## config.mk

```make
export PLATFORM = sky130hd
export DESIGN_NAME = if_fetch_stage
export DESIGN_NICKNAME = d
export VERILOG_FILES = /design/src/rtl/if_fetch_stage.sv
export SDC_FILE = /design/constraint.sdc
export NUM_CORES = 1
export LEC_CHECK = 0
export CORE_ASPECT_RATIO = 1.75
export CORE_MARGIN = 5
export CORE_UTILIZATION = 48
export CTS_CLUSTER_DIAMETER = 50
export DETAILED_ROUTE_END_ITERATION = 16
export PLACE_DENSITY = 0.87
export SETUP_SLACK_MARGIN = 0.3
export SLEW_MARGIN = 20
export SYNTH_ARGS = -nofsm -noshare
export SYNTH_HDL_FRONTEND = slang
export SYNTH_SLANG_ARGS = --single-unit
```

## constraint.sdc

```tcl
create_clock -name Clk -period 3.8 [get_ports Clk]
set_input_delay 1.14 -clock Clk [delete_from_list [all_inputs] [get_ports Clk]]
set_output_delay 1.14 -clock Clk [all_outputs]
set_load 0.01 [all_outputs]
```

## src/rtl/if_fetch_stage.sv

```systemverilog
// Instruction fetch stage: holds the PC, fetches over a req/ack handshake and hands the word to decode.
// Optional macro IF_TIMEOUT_EN adds a fetch-wait watchdog with a sticky Fetch_err flag.
module if_fetch_stage #(
    parameter logic [31:0] RESET_PC = 32'h0000_0000,
    parameter int          IMEM_AW  = 10,
    parameter int          TIMEOUT  = 16
) (
    input  logic               Clk,
    input  logic               Reset,
    input  logic               PC_Sel,
    input  logic               PC_LdEn,
    input  logic [15:0]        PC_Immed,
    output logic               imem_req,
    output logic [IMEM_AW-1:0] imem_addr,
    input  logic [31:0]        imem_rdata,
    input  logic               imem_ack,
    output logic [31:0]        Instr,
    output logic               Instr_valid,
    output logic [31:0]        PC,
    output logic               Fetch_err
);

    if (TIMEOUT < 1 || RESET_PC[1:0] != 2'b00) begin : g_param_check
        $error("if_fetch_stage: TIMEOUT must be >= 1 and RESET_PC word aligned");
    end

    typedef enum logic {
        FETCH = 1'b0,
        HOLD  = 1'b1
    } state_t;

    state_t      state_q, state_d;
    logic [31:0] pc_q, pc_d;
    logic [31:0] instr_q, instr_d;
    logic        valid_q, valid_d;
    logic [31:0] next_pc;
    logic        req_gap;

    // Offset is in words, so it is scaled by 4 before the add; wrap is modulo 2^32.
    always_comb begin
        next_pc = pc_q + 32'd4 + (PC_Sel ? {{14{PC_Immed[15]}}, PC_Immed, 2'b00} : 32'd0);
    end

    always_comb begin
        state_d = state_q;
        pc_d    = pc_q;
        instr_d = instr_q;
        valid_d = valid_q;
        case (state_q)
            FETCH: begin
                if (imem_ack && !req_gap) begin
                    instr_d = imem_rdata;
                    valid_d = 1'b1;
                    state_d = HOLD;
                end
            end
            HOLD: begin
                if (PC_LdEn) begin
                    pc_d    = next_pc;
                    valid_d = 1'b0;
                    state_d = FETCH;
                end
            end
            default: state_d = FETCH;
        endcase
    end

    always_ff @(posedge Clk or negedge Reset) begin
        if (!Reset) begin
            state_q <= FETCH;
            pc_q    <= RESET_PC;
            instr_q <= 32'd0;
            valid_q <= 1'b0;
        end else begin
            state_q <= state_d;
            pc_q    <= pc_d;
            instr_q <= instr_d;
            valid_q <= valid_d;
        end
    end

`ifdef IF_TIMEOUT_EN
    localparam int CNT_W = (TIMEOUT < 2) ? 1 : $clog2(TIMEOUT);

    logic [CNT_W-1:0] cnt_q, cnt_d;
    logic             gap_q, gap_d;
    logic             err_q, err_d;

    // The request is withdrawn for one cycle after a timeout, then the same address is retried.
    always_comb begin
        cnt_d = cnt_q;
        gap_d = 1'b0;
        err_d = err_q;
        if (!gap_q && state_q == FETCH) begin
            if (imem_ack) begin
                cnt_d = '0;
            end else if (cnt_q == CNT_W'(TIMEOUT - 1)) begin
                cnt_d = '0;
                gap_d = 1'b1;
                err_d = 1'b1;
            end else begin
                cnt_d = cnt_q + 1'b1;
            end
        end
    end

    always_ff @(posedge Clk or negedge Reset) begin
        if (!Reset) begin
            cnt_q <= '0;
            gap_q <= 1'b0;
            err_q <= 1'b0;
        end else begin
            cnt_q <= cnt_d;
            gap_q <= gap_d;
            err_q <= err_d;
        end
    end

    assign req_gap   = gap_q;
    assign Fetch_err = err_q;
`else
    assign req_gap   = 1'b0;
    assign Fetch_err = 1'b0;
`endif

    // Gated with Reset so the request drops the moment reset asserts, not at the next edge.
    assign imem_req    = Reset && (state_q == FETCH) && !req_gap;
    assign imem_addr   = pc_q[IMEM_AW+1:2];
    assign Instr       = instr_q;
    assign Instr_valid = valid_q;
    assign PC          = pc_q;

endmodule

```

==> flow_metrics.py <==
metrics = {
    "floorplan": {
        "start_util_pct": 48.6,
        "dieWidth_um": 81.8,
        "dieArea_um2": 11100,
        "die_y_um": 136,
        "rows": 46,
        "coreArea_um2": 8920,
        "ios": 130,
    },
    "worst_setup_path": {
        "worstSetupPathType": "primary input to flop",
        "reg2reg_slack_ns": 0.97,
        "setup.worst_path.start_class": "primary input",
        "crit_arrival_ns": 3.80,
        "cp_max_fo": 3,
        "worstPathRequired_ns": 4.06,
        "worstSetupEndpointType": "flop",
    },
    "synthesis": {
        "synth_edf_count": 0,
        "synth_seq_cells": 64,
        "avgSynthCellArea_um2": 10.0,
        "ys.flop_type": "dfrtp_1",
        "async_reset_ff_share_pct": 100,
        "yosysWarnings": 0,
        "synth_cell_types": 54,
        "ys_seq_area_share_pct": 37.0,
        "syn_area_um2": 4330,
        "netlist_instances": 432,
    },
    "clock_tree": {
        "cts_buffer_depth": 2,
        "post_cts_hold_buffer_count": 0,
        "tritoncts": "yes",
        "cts_inserted_buffers": 9,
        "cts.sinks": 64,
        "path_clk_slew_ns": 0.06,
        "htree_num_levels": 3,
        "clk_latency_ns": 0.34,
        "cts_root_buffer": "clkbuf_16",
    },
    "grt": {
        "grt_pass1_wl_um": 22700,
        "grt_max_degree": 65,
        "grt_overflow_total": 0,
        "antenna_found_initial": 0,
        "groute.usage.overall_pct": 26.9,
        "grt_pass1_vias": 4705,
    },
    "placement": {
        "placed_area_um2": 6330,
        "dp_cells": 717,
        "port_buffers": 126,
        "place_congestion": 0.902,
        "dpl.hpwl_um": 9610,
    },
    "timing": {
        "fin_worst_skew_ns": 0.00572,
        "worst_pin_slew_ns": 0.843,
        "fin_crit_sh_pct": 93.2,
        "fmax_mhz": 282,
        "slew_violations": 0,
        "rsz0062_at_grt": "true",
        "hold_viol": 0,
        "fin_crit_ns": 3.54,
        "setup_viol": 0,
        "slew-limit-headroom_pct": 43.8,
        "setup_tns_ns": 0,
    },
    "layout": {
        "layout-drive-gt1-share_pct": 34.0,
        "final_cell_area_um2": 7100,
        "nets": 718,
        "mostFrequentLayoutCell": "clkdlybuf4s50_1",
        "syn2layout_area_growth_pct": 63.8,
        "fin_cells": 746,
        "final_cell_mix": "clkdlybuf4s50_1 (111), buf_4 (69), dfrtp_1 (64), nand2_1 (42), mux2_2 (33)",
        "antenna_cells": 0,
    },
    "detailed_routing": {
        "avgViaCountPerCell": 5.58,
        "routed_wl_um": 14300,
        "vias": 4166,
        "first_pass_iters": 4,
        "drc": 0,
        "ant_nets": 0,
        "routedWlPerCell_um": 19.2,
        "drt-initial-drc-count": 187,
    },
    "power_and_ir_drop": {
        "leakage_nw": 3.21,
        "p_total_w": 0.00495,
        "internal_power_w": 0.00301,
        "ir_drop_uv": 536,
        "clkPwrFrac_pct": 16.1,
        "p_switching_w": 0.00194,
        "p_sw_share_pct": 39.1,
        "power.density_nw_per_um2": 698,
        "p_seq_share_pct": 23.6,
        "comb_power_share_pct": 60.3,
    },
    "status": {
        "outcome": "completed",
    },
    "min_path": {
        "hold_class": "flop to flop",
    },
    "job": {
        "max-cap-violations": 0,
    },
}
[through the flow]
| stage | hold slack [ns] | utilization, % | worst slack, ns |
|---|---|---|---|
| 6_report | 0.489 | 79.6 | 0.259 |
| 5_1_grt | 0.503 | 79.6 | 0.130 |
| 4_1_cts | 0.490 | 78.6 | 0.234 |
| 3_5_place_dp | 0.465 | 70.9 | -0.506 |
| 3_3_place_gp | 0.458 | 70.9 | -0.453 |
| 2_1_floorplan | 0.499 | - | 0.143 |
[kinds of logic (layout without fill, tap and decap cells)]
logic type	count (synthesis)	after routing	synth area share, %
AOI/OAI and AO/OA	101	101	15.7
xor gates and xnor gates	33	33	6.67
adders and majority gates	44	44	12.9
buffers and inverters	35	227	4.16
DFF	64	64	37.0
muxes	34	34	8.81
other	1	3	0.0866
and+or+nand+nor	120	120	14.7
[worst paths after layout]
path	from	to	depth (start not counted)
max in group asynchronous	Reset	Instr[12]	2
setup reg to reg	PC[10]	PC[24]	12
setup / recovery	PC_Immed[14]	PC[31]	12
min in group asynchronous	Reset	PC[31]	2
hold reg to reg	PC[31]	PC[31]	1
hold / removal	PC[31]	PC[31]	1
[state kept, by name, indices dropped and copies added, names as in the netlist]
signal	flops
PC	30
Instr	32
Instr_valid	1
state_q	1
[metal layers]
layer | GRT usage, % | routed length (um) | vias to the layer above
li1 | - | - | 1920
met1 | 27.1 | 4790 | 1982
met2 | 49.0 | 7810 | 200
met3 | 7.46 | 1030 | 64
met4 | 12.8 | 707 | 0
met5 | 0 | 0 | -
[timing repair]
action / 4_1_cts / 5_1_grt
pin swaps: 55 / 31
setup endpoints to repair: 21 / 16
setup buffers: 7 / 4
resized for setup: 75 / 13
cloned: 2 / 0
[cells in the mapped netlist, types with 3 or more instances]
cell / instances / area share [%]
a211o_1: 3 / 0.61
o21ai_0: 29 / 3.4
buf_4: 13 / 2.3
clkbuf_1: 13 / 1.1
xnor2_1: 22 / 4.4
xor2_1: 11 / 2.2
and3_1: 14 / 2.0
a21oi_1: 17 / 2.0
nand2_1: 43 / 3.7
nor3b_1: 4 / 0.69
a21o_1: 13 / 2.3
and2_1: 17 / 2.5
nor2_1: 9 / 0.78
dfrtp_1: 64 / 37
nand2b_1: 3 / 0.43
o211ai_1: 3 / 0.52
a211oi_1: 3 / 0.52
buf_1: 3 / 0.26
inv_1: 6 / 0.52
mux2_2: 33 / 8.6
nand3_1: 6 / 0.69
a21o_2: 3 / 0.61
o21a_1: 5 / 0.87
nor3_1: 5 / 0.58
nor2b_1: 5 / 0.72
ha_1: 43 / 12
o31ai_1: 3 / 0.52
o21bai_1: 5 / 0.87
[worst max-delay path, stage by stage]
cell             delay, ns
clkdlybuf4s50_1       0.41
and2_4                0.17
ha_4                  0.27
ha_4                  0.19
and3_1                0.20
a221oi_2              0.32
o211ai_1              0.16
o21a_1                0.21
o21a_1                0.22
o2111a_1              0.25
nor3_2                0.13
xnor2_1               0.13
[area by class of cell]
cell class,count,area [um^2]
timing repair buffer,205,1930
clock inverter,7,55.1
fill,527,1820
multi-input combinational,335,3110
clock buffer,9,225
tap,120,150
sequential,64,1600
inverter,6,22.5
[power groups by stage]
stage               registers [W]  logic, W  clock network [W]
finish                    0.00117   0.00298           0.000797
global route              0.00121   0.00321           0.000836
CTS                       0.00117   0.00286           0.000807
detailed placement        0.00115   0.00260                  0
global placement          0.00114   0.00252                  0
floorplan                 0.00121   0.00136                  0
No activity file was read; power rests on OpenSTA's default activity.
